## src/rtl/freq_meter_pkg.sv

```systemverilog
// Shared definitions for the gate-time frequency meter and its clocking siblings.
// Holds the FSM encoding and the gate-length helpers also used by the clock divider.
package freq_meter_pkg;

    typedef enum logic {
        IDLE    = 1'b0,
        MEASURE = 1'b1
    } meter_state_t;

    function automatic int unsigned calc_gate_cycles(
        input int unsigned freq_in,
        input int unsigned gate_freq
    );
        return freq_in / gate_freq;
    endfunction

    // Width of a down-counter that holds values 0 .. cycles-1 (at least one bit).
    function automatic int unsigned calc_cnt_width(input int unsigned cycles);
        return (cycles <= 2) ? 1 : $clog2(cycles);
    endfunction

endpackage

```

## src/rtl/freq_meter_signal_synchronizer.sv

```systemverilog
// Multi-flop synchroniser for an asynchronous input, followed by a history flop
// that turns the synchronised level into a one-cycle rising-edge pulse.
module signal_synchronizer #(
    parameter int unsigned SYNC_STAGES = 2
) (
    input  logic Clk,
    input  logic Reset,
    input  logic i_async,
    output logic o_sync,
    output logic o_rise
);

    logic [SYNC_STAGES-1:0] r_sync;
    logic                   r_hist;

    always_ff @(posedge Clk) begin
        if (!Reset) begin
            r_sync <= '0;
            r_hist <= 1'b0;
        end else begin
            r_sync <= {r_sync[SYNC_STAGES-2:0], i_async};
            r_hist <= r_sync[SYNC_STAGES-1];
        end
    end

    // History always tracks, so a level that is already high when a window opens is not an edge.
    assign o_sync = r_sync[SYNC_STAGES-1];
    assign o_rise = r_sync[SYNC_STAGES-1] & ~r_hist;

endmodule

```

## src/rtl/freq_meter.sv

```systemverilog
// Gate-time frequency meter: counts synchronised rising edges of SignalIn over
// back-to-back windows of GATE_CYCLES clocks and publishes each window's count.
module freq_meter
    import freq_meter_pkg::*;
#(
    parameter int unsigned FREQUENCY_IN   = 50_000_000,
    parameter int unsigned GATE_FREQUENCY = 1,
    parameter int unsigned COUNT_WIDTH    = 32,
    parameter int unsigned SYNC_STAGES    = 2
) (
    input  logic                   Clk,
    input  logic                   Reset,
    input  logic                   Enable,
    input  logic                   SignalIn,
    output logic [COUNT_WIDTH-1:0] EdgeCount,
    output logic                   Valid,
    output logic                   Overflow,
    output logic                   Busy
);

    localparam int unsigned GATE_CYCLES = calc_gate_cycles(FREQUENCY_IN, GATE_FREQUENCY);
    localparam int unsigned GATE_WIDTH  = calc_cnt_width(GATE_CYCLES);
    localparam logic [GATE_WIDTH-1:0]  GATE_LOAD = GATE_WIDTH'(GATE_CYCLES - 1);
    localparam logic [COUNT_WIDTH-1:0] COUNT_MAX = '1;

    meter_state_t           r_state;
    logic [GATE_WIDTH-1:0]  r_gate;
    logic [COUNT_WIDTH-1:0] r_cnt;
    logic                   r_sat;
    logic [COUNT_WIDTH-1:0] r_edge_count;
    logic                   r_overflow;
    logic                   r_valid;

    meter_state_t           w_state_nxt;
    logic [GATE_WIDTH-1:0]  w_gate_nxt;
    logic [COUNT_WIDTH-1:0] w_cnt_nxt;
    logic                   w_sat_nxt;
    logic [COUNT_WIDTH-1:0] w_edge_count_nxt;
    logic                   w_overflow_nxt;
    logic                   w_valid_nxt;

    logic w_sync_level;
    logic w_rise_pulse;
    logic w_edge;
    logic w_at_max;
    logic w_terminal;

    signal_synchronizer #(
        .SYNC_STAGES(SYNC_STAGES)
    ) u_sync (
        .Clk     (Clk),
        .Reset   (Reset),
        .i_async (SignalIn),
        .o_sync  (w_sync_level),
        .o_rise  (w_rise_pulse)
    );

    assign w_edge     = w_rise_pulse & w_sync_level;
    assign w_at_max   = (r_cnt == COUNT_MAX);
    assign w_terminal = (r_gate == '0);

    always_ff @(posedge Clk) begin
        if (!Reset) begin
            r_state      <= IDLE;
            r_gate       <= '0;
            r_cnt        <= '0;
            r_sat        <= 1'b0;
            r_edge_count <= '0;
            r_overflow   <= 1'b0;
            r_valid      <= 1'b0;
        end else begin
            r_state      <= w_state_nxt;
            r_gate       <= w_gate_nxt;
            r_cnt        <= w_cnt_nxt;
            r_sat        <= w_sat_nxt;
            r_edge_count <= w_edge_count_nxt;
            r_overflow   <= w_overflow_nxt;
            r_valid      <= w_valid_nxt;
        end
    end

    always_comb begin
        w_state_nxt      = r_state;
        w_gate_nxt       = r_gate;
        w_cnt_nxt        = r_cnt;
        w_sat_nxt        = r_sat;
        w_edge_count_nxt = r_edge_count;
        w_overflow_nxt   = r_overflow;
        w_valid_nxt      = 1'b0;

        case (r_state)
            IDLE: begin
                w_gate_nxt = '0;
                w_cnt_nxt  = '0;
                w_sat_nxt  = 1'b0;
                if (Enable) begin
                    w_state_nxt = MEASURE;
                    w_gate_nxt  = GATE_LOAD;
                end
            end
            MEASURE: begin
                if (!Enable) begin
                    // Abort wins over a coincident terminal cycle; published result is untouched.
                    w_state_nxt = IDLE;
                    w_gate_nxt  = '0;
                    w_cnt_nxt   = '0;
                    w_sat_nxt   = 1'b0;
                end else if (w_terminal) begin
                    // An edge seen in the terminal cycle closes out with this window.
                    w_edge_count_nxt = (w_edge && !w_at_max) ? r_cnt + 1'b1 : r_cnt;
                    w_overflow_nxt   = r_sat | (w_edge & w_at_max);
                    w_valid_nxt      = 1'b1;
                    w_gate_nxt       = GATE_LOAD;
                    w_cnt_nxt        = '0;
                    w_sat_nxt        = 1'b0;
                end else begin
                    w_gate_nxt = r_gate - 1'b1;
                    if (w_edge) begin
                        if (w_at_max) begin
                            w_sat_nxt = 1'b1;
                        end else begin
                            w_cnt_nxt = r_cnt + 1'b1;
                        end
                    end
                end
            end
            default: begin
                w_state_nxt = IDLE;
            end
        endcase
    end

    assign EdgeCount = r_edge_count;
    assign Overflow  = r_overflow;
    assign Valid     = r_valid;
    assign Busy      = (r_state == MEASURE);

endmodule
```

## config.mk

```make
export PLATFORM = sky130hd
export DESIGN_NAME = freq_meter
export DESIGN_NICKNAME = d
export VERILOG_FILES = /design/src/rtl/freq_meter_pkg.sv /design/src/rtl/freq_meter_signal_synchronizer.sv /design/src/rtl/freq_meter.sv
export SDC_FILE = /design/constraint.sdc
export NUM_CORES = 1
export LEC_CHECK = 0
export CAP_MARGIN = 15
export CELL_PAD_IN_SITES_DETAIL_PLACEMENT = 1
export CELL_PAD_IN_SITES_GLOBAL_PLACEMENT = 1
export CORE_MARGIN = 2
export CORE_UTILIZATION = 39
export DETAILED_ROUTE_END_ITERATION = 12
export PLACE_DENSITY = 0.74
export SLEW_MARGIN = 20
export SYNTH_ARGS = -nofsm -noshare
export SYNTH_HDL_FRONTEND = slang
export SYNTH_HIERARCHICAL = 1
export SYNTH_SLANG_ARGS = --single-unit
```

## constraint.sdc

```tcl
create_clock -name Clk -period 2.7 [get_ports Clk]
set_input_delay 0.81 -clock Clk [delete_from_list [all_inputs] [get_ports Clk]]
set_output_delay 0.81 -clock Clk [all_outputs]
set_load 0.05 [all_outputs]
```

# Word-level counts from Yosys, hierarchy flattened
# Cells that the tools add are included.
# totals
inputBits	4
regBits	97
out_inout_bits	35
elab_cells	45
# classes
add_sub_neg	2
bitwise_logic	6
n_eq_ne	4
reduce_logical	7
mux	17
# ops
operator	n
32-bit 2-to-1 mux	5
26-bit 2-to-1 mux	3
32-bit case mux with 2 select lines	1
26-bit case mux with 2 select lines	1
32-bit by 1-bit adder with 32-bit output, second input constant	1
32-bit equality test, second input constant	1
26-bit logical NOT	1
26-bit by 1-bit subtractor with 26-bit output, second input constant	1
4-bit by 2-bit inequality test with 1-bit output, second input constant	2
1-bit 2-to-1 mux	6
3-bit AND reduction	2
4-bit by 3-bit inequality test with 1-bit output, second input constant	1
2-bit AND reduction	2
1-bit bitwise AND	3
1-bit NOT	2
1-bit case mux with 2 select lines	1
1-bit logical AND	1
1-bit logical NOT	1
1-bit bitwise OR	1

# Depth between registers and ports, before layout
# Gate-level depths: netlist (run 1).
# depth
ltp_word	7
depth_mapped	9
depth_no_buf	8

# Hierarchy
# Netlist (run 1), hierarchy kept.
# modules_own_cells
module	instances	seq_area_each_um2	cells_per_inst	area_each_um2
freq_meter	1	1881.8	432	3917.5
signal_synchronizer	1	60.1	7	92.6

# Worst setup path after synthesis (run 1)
# Ideal clock, no wire load.
# synth_path
path_type	register to register
from	register r_gate[8]
to	register r_gate[19]
path_stages_with_launch	7
setup_time_ps	131
path_slack_ps	178
period_less_slack_ps	2522
required_ps	2569
t_arrival_ps	2391
path_buffers	0
cell_sequence	dfxtp_1 or4_4 or4b_4 or3_4 or4_4 xor2_1 a21oi_2
# synth_via
elab_chain_len	4
elab_cells_between_ends	5
cone_classes	1 x add/sub; 3 x mux; 1 x reduce/logical
# synth_lines
item	line_no	source
start: declaration	freq_meter.sv:27	logic [GATE_WIDTH-1:0] r_gate;
start signal: assignment	freq_meter.sv:73	r_gate <= w_gate_nxt;
26-bit by 1-bit subtractor with 26-bit output / 26-bit logical NOT (equally long branches)	freq_meter.sv:117, freq_meter.sv:60	
26-bit 2-to-1 mux (*)	freq_meter.sv:108	end else if (w_terminal) begin
26-bit 2-to-1 mux (*)	freq_meter.sv:102	if (!Enable) begin
26-bit case mux with 2 select lines (*)	freq_meter.sv:91	case (r_state)
# Every way passes the cells marked *; elsewhere a longest branch is shown, timed or not.
# A chain may end at the register's enable or synchronous reset.

# Worst setup path in the final report (run 1)
# Ends and elaborated chain as after synthesis.

==> results of run 1 <==
[where the power goes]
group / internal (mW) / total (mW) / switching, mW
Clock: 0.361 / 0.857 / 0.496
Sequential: 1.45 / 1.47 / 0.0219
Combinational: 0.0725 / 0.166 / 0.0933
[kinds of logic (layout without fill, tap and decap cells)]
kind of cell	after synthesis	count (layout)	synth area share, %
and+or+nand+nor	177	177	24.40
DFF	97	97	48.42
AOI/OAI and AO/OA	87	87	12.01
xor gates and xnor gates	50	50	10.92
buffers and inverters	23	77	2.871
muxes	3	3	0.7489
adders and majority gates	2	2	0.6239
[per-stage QoR]
step | cell area (µm²) | hold WS [ns] | setup TNS, ns
after floorplan | 4010 | 0.4057 | 0
after global placement | 4622 | 0.4112 | 0
after detailed placement | 4622 | 0.4416 | 0
after CTS | 4796 | 0.4563 | 0
after global routing | 4841 | 0.4705 | -0.001918
final | 4841 | 0.4413 | 0
[state kept, by name (all words and copies together) (netlist names), 2 cells and up]
signal,count
EdgeCount,32
r_cnt,32
r_gate,26
u_sync/r_sync,2
[cell usage after synthesis (2+ instances only)]
master    instances
or4_1             3
nor4_4            3
buf_2             4
xnor2_1          31
or4_4             3
nand3_1          13
ha_1              2
nand2_1          21
clkbuf_1          5
and3_1            8
and4_1            8
a31oi_1           4
o31a_1            2
inv_1             7
dfxtp_1          97
nand4_1          11
a21oi_1          41
and2_1            6
o21ai_0          29
or3_1             9
nor2_1           64
buf_4             6
xor2_1           19
a211oi_1          7
mux2i_1           3
nor3_1           12
nor4_1            8
[routing by layer]
metal / vias to the layer above / share of wire, % / wire [µm]
met1: 1643 / 47 / 4432
met3: 12 / 2.3 / 214
met5: - / 0 / 0
met4: 0 / 1.3 / 127
met2: 39 / 50 / 4732
li1: 1639 / - / -
[layout make-up]
type                    count  area [µm²]
flip-flops and latches     97        1942
multi-input cells         319        1973
fillers                  1161        5298
repair buffers             54       555.5
clock buffers              12       145.1
clock inverters             4       28.78
well taps                 136       170.2
inverters                   7       26.28
[worst max-delay path, stage by stage, from the launching register on]
cell	delay (ns)
dfxtp_1	0.34
or4_4	0.55
or4b_4	0.53
or3_4	0.42
or4_4	0.44
xor2_2	0.16
a21oi_2	0.12
[timing repair]
| action | in CTS | in global routing |
|---|---|---|
| hold endpoints to repair | 0 | 0 |
| resized for setup | 0 | 4 |
| setup endpoints to repair | 0 | 42 |
[worst paths after layout]
kind                                        from          endpoint  slack [ns]  cells after the start
worst min-delay path            u_sync/r_sync[0]  u_sync/r_sync[1]        0.44                      1
worst max register to register         r_gate[8]        r_gate[19]        0.07                      6
worst max-delay path                   r_gate[8]        r_gate[19]        0.07                      6
worst min register to register  u_sync/r_sync[0]  u_sync/r_sync[1]        0.44                      1
==> summary.txt, run 1 <==
Outcome
  – Outcome: complete, no violations

Detailed routing
  – Vias/cell: 5.299
  – Routed Antenna Nets: 0
  – Total routed wirelength: 9507 µm
  – Post-DR wirelength/cell: 15.11 µm
  – First drt pass iteration count: 4
  – DRC violations left: 0
  – DRT iter0 DRCs: 70
  – Vias post-DR: 3333

Timing
  – Least-Margin Pin Slew: 0.5968 ns
  – Tcrit/Tclk final: 97.24%
  – Slew Limit Fails: 0
  – Clk_skew: 0.01026 ns
  – Final setup viols: 0
  – Relative slew slack: 60.21%
  – Fin worst setup slack: 0.07439 ns
  – Max Freq: 380.9 MHz
  – Fin. Hold Viols: 0
  – Min Tclk post-route: 2.626 ns

Clock network
  – H-Tree Depth: 3
  – TritonCTS clock tree: built
  – Maximum root-to-sink buffer count: 2
  – Num CTS Buffers: 9
  – Clk slew on worst S/H paths: 0.09 ns
  – Clk sinks: 97
  – Cts hold-fix bufs: 0
  – Clock Latency Late Sink: 0.36 ns
  – Root buffer cell: clkbuf_8
  – Setup bufs post-CTS: 0

Power
  – PwrDens: 515.7 nW/µm²
  – Final Power: 2.496 mW
  – Leak: 1.609 nW
  – VDD IR max: 259.3 µV

Finish
  – Final core occ: 47.75%
  – Final #Nets: 494
  – Most common cell after layout, fill and taps aside: dfxtp_1
  – Layout Area Growth over Synthesis: 20.72%
  – Layout Cells excl Fill: 629
  – Layout cell share with drive strength beyond 1: 9.331%
  – Commonest cells after routing, fill and taps aside: 97 x dfxtp_1, 64 x nor2_1, 41 x a21oi_1, 38 x clkdlybuf4s50_1, 31 x xnor2_1
  – # diodes: 0

GRT
  – First-pass GRT wire length: 16170 µm
  – GRT met2 Usage: 31.29%
  – Total track usage: 17.86%
  – Met3 GRT Util: 3.649%
  – Grt peak-use layer: met2
  – Initial antenna violation count: 0
  – Vias in the first global route: 3463
  – Met1 GRT Util: 22.02%
  – Largest net degree at the start of global routing: 38
  – Total congestion overflow: 0

Worst setup path
  – Kind of critical path: reg -> reg
  – Startpoint Class: register
  – Worst setup EP type: register
  – Critical path arrival: 2.92 ns
  – Max FO, Critical Path: 6
  – Worst EP required: 2.99 ns

Logic synthesis
  – Post-synth EDFFs: 0
  – Synth area leaders: dfxtp_1 48%, xnor2_1 6.8%, nor2_1 6.0%
  – Post-synth top area cell: dfxtp_1
  – Syn_nets: 445
  – Ys flop type: dfxtp_1
  – Yosys top cell area share: 48.42%
  – Seq cells post-synth: 97
  – Mapped Area: 4010 µm²
  – Synth cell types: 40
  – Synth async-reset ratio: 0%
  – Syn_area_per_cell: 9.135 µm²
  – Syn Inst Count: 439
  – YS warnings: 6
  – Seq/Total Area, Yosys: 48.42%

Place
  – Routability cong.: 0.7987
  – HPWL Detailed: 6738 µm
  – Dpl cells: 612
  – Dpl ws: 0.08177 ns
  – Input/output buffers: 38

Die
  – I/O Pins: 39
  – Chip width: 105.4 µm
  – Initial core utilization: 39.55%
  – Core Box Area: 10140 µm²
  – Std-Cell Rows: 37
  – Die Y: 105.4 µm
  – Die area: 11110 µm²

Min path
  – Hold Crit Class: reg -> reg

Flow run
  – Max Cap Viol: 0
(Power assumes the default switching activity.)
==> run 2, diff against run 1 <==
CELL_PAD_IN_SITES_DETAIL_PLACEMENT = default   (was 1)
CELL_PAD_IN_SITES_GLOBAL_PLACEMENT = default   (was 1)
CORE_UTILIZATION = 45   (was 39)
GPL_ROUTABILITY_DRIVEN = 0   (was default)
PLACE_DENSITY = 0.67   (was 0.74)
RECOVER_POWER = 50   (was default)
==> run 2 against run 1 <==
Wire length is 13% lower. Highest routed layer unchanged. Critical path type unchanged. Hold slack better by 0.0073 ns. Sequential share of layout area is 0.47 points higher. Maximum frequency hardly changed.
==> summary.txt, run 2 (synthesis results as in run 1) <==
Clock network
  – Post-CTS Resized: 0 (unchanged)
  – Clock Latency Late Sink: 0.36 ns (about the same)
  – Clk slew on worst S/H paths: 0.09 ns (about the same)
  – Cts hold-fix bufs: 0 (unchanged)
  – Maximum root-to-sink buffer count: 2 (unchanged)
  – Setup bufs post-CTS: 0 (unchanged)
  – Clk sinks: 97 (unchanged)
  – H-Tree Depth: 3 (unchanged)
  – TritonCTS clock tree: built (unchanged)
  – Root buffer cell: clkbuf_8 (unchanged)
  – Num CTS Buffers: 9 (unchanged)

Detailed routing
  – DRC violations left: 0 (unchanged)
  – DRT iter0 DRCs: 108 (was 70)
  – First drt pass iteration count: 4 (unchanged)
  – Post-DR wirelength/cell: 13.79 µm (was 15.11 µm)
  – Routed Antenna Nets: 0 (unchanged)
  – Vias post-DR: 3240 (was 3333)
  – Total routed wirelength: 8288 µm (was 9507 µm)
  – Vias/cell: 5.391 (was 5.299)

Finish
  – Most common cell after layout, fill and taps aside: dfxtp_1 (unchanged)
  – Layout Cells excl Fill: 601 (was 629)
  – Final non-filler cell area: 4785 µm² (was 4841 µm²)
  – Final #Nets: 494 (unchanged)
  – Layout Area Growth over Synthesis: 19.31% (was 20.72%)
  – Layout cell share with drive strength beyond 1: 8.722% (was 9.331%)
  – Commonest cells after routing, fill and taps aside: 97 x dfxtp_1, 64 x nor2_1, 41 x a21oi_1, 37 x dlygate4sd3_1, 31 x xnor2_1 (was 97 x dfxtp_1, 64 x nor2_1, 41 x a21oi_1, 38 x clkdlybuf4s50_1, 31 x xnor2_1)
  – # diodes: 0 (unchanged)

Die
  – Initial core utilization: 46.21% (was 39.55%)
  – Die area: 9683 µm² (was 11110 µm²)
  – I/O Pins: 39 (unchanged)
  – Die Y: 98.40 µm (was 105.4 µm)
  – Core Box Area: 8678 µm² (was 10140 µm²)
  – Std-Cell Rows: 34 (was 37)
  – Chip width: 98.40 µm (was 105.4 µm)

Timing
  – Min Tclk post-route: 2.626 ns (about the same)
  – RSZ-0062 raised after global routing: true
  – Least-Margin Pin Slew: 0.6038 ns (was 0.5968 ns)
  – Max Freq: 380.7 MHz (was 380.9 MHz)
  – Fin. Hold Viols: 0 (unchanged)
  – Slew Limit Fails: 0 (unchanged)
  – Relative slew slack: 59.74% (was 60.21%)
  – Tcrit/Tclk final: 97.27% (was 97.24%)
  – Clk_skew: 0.009054 ns (was 0.01026 ns)
  – Final setup viols: 0 (unchanged)

Place
  – Dpl cells: 584 (was 612)
  – Input/output buffers: 38 (unchanged)
  – HPWL Detailed: 5951 µm (was 6738 µm)
  – Post-placement cell area: 4562 µm² (was 4622 µm²)

Worst setup path
  – Worst EP required: 2.95 ns (was 2.99 ns)
  – Worst reg2reg setup slack: 0.07 ns (about the same)
  – Kind of critical path: reg -> reg (unchanged)
  – Startpoint Class: register (unchanged)
  – Worst setup EP type: register (unchanged)
  – Max FO, Critical Path: 6 (unchanged)
  – Largest delay share family, worst path: simple AND/OR/NAND/NOR gates (unchanged)
  – Slowest library cell on the worst path: or4_1 (was or4_4)
  – Buf+Inv Stages, Crit Path: 0 (unchanged)
  – CP max stage delay: 0.57 ns (was 0.55 ns)
  – CP cell instances: or4_1, or4b_4, or3_4, or4_4, xor2_1, a21oi_2 (was or4_4, or4b_4, or3_4, or4_4, xor2_2, a21oi_2)
  – Critical path arrival: 2.88 ns (was 2.92 ns)

GRT
  – First-pass GRT wire length: 14060 µm (was 16170 µm)
  – Initial antenna violation count: 0 (unchanged)
  – Vias in the first global route: 3064 (was 3463)
  – Largest net degree at the start of global routing: 33 (was 38)
  – Total track usage: 17.62% (was 17.86%)
  – Total congestion overflow: 0 (unchanged)

Flow run
  – Max Cap Viol: 0 (unchanged)

Power
  – PwrDens: 538.1 nW/µm² (was 515.7 nW/µm²)
  – Leak: 1.732 nW (was 1.609 nW)
  – VDD IR max: 210.2 µV (was 259.3 µV)

Min path
  – Hold Crit Class: reg -> reg (unchanged)

Outcome
  – Outcome: complete, no violations (unchanged)
## run 2: cell count changes in the layout (fill, tap and decap cells not counted), moves of 2 or more
cell and delta:
clkdlybuf4s50_1 -37, dlygate4sd3_1 +37, buf_12 -2, buf_6 +2
## run 2: worst paths after layout
check                   start          endpoint  depth (start not counted)
max                 r_gate[8]        r_gate[19]                          6
min          u_sync/r_sync[0]  u_sync/r_sync[1]                          1
max reg2reg         r_gate[8]        r_gate[19]                          6
min reg2reg  u_sync/r_sync[0]  u_sync/r_sync[1]                          1
## run 2: metrics by stage
stage | setup slack (ns) | TNS [ns] | hold slack, ns | utilization [%] | power, mW
finish | 0.07358 | 0 | 0.4486 | 55.13 | 2.574
global route | -0.01676 | -0.01676 | 0.4735 | 55.13 | 2.687
CTS | 0.07706 | 0 | 0.4591 | 54.83 | 2.603
detailed placement | 0.09629 | 0 | 0.4350 | 52.57 | 1.662
global placement | 0.1289 | 0 | 0.4150 | 52.57 | 1.657
floorplan | 0.1780 | 0 | 0.4057 | - | 1.623
## run 2: metal layers
metal  wire length, µm  global-route usage, %  vias up
met2              3982                  29.20       51
met3               232                  2.720       14
li1                  -                      -     1650
met5                 0                      0        -
met1              3928                  23.25     1525
met4               143                  6.639        0
## run 2: final cells by class
class	instances	area, µm²
fill	837	3894
sequential	97	1942
tap	108	135.1
clock buffer	12	145.1
timing repair buffer	54	528.0
multi-input combinational	319	1957
inverter	7	26.28
clock inverter	4	51.30
## run 2: report_power, final
group | switching (mW) | leakage [nW] | total [mW] | internal (mW)
logic | 0.0886 | 0.848 | 0.157 | 0.0683
registers | 0.0205 | 0.786 | 1.47 | 1.45
clock network | 0.489 | 0.0970 | 0.946 | 0.457
total | 0.598 | 1.73 | 2.57 | 1.98
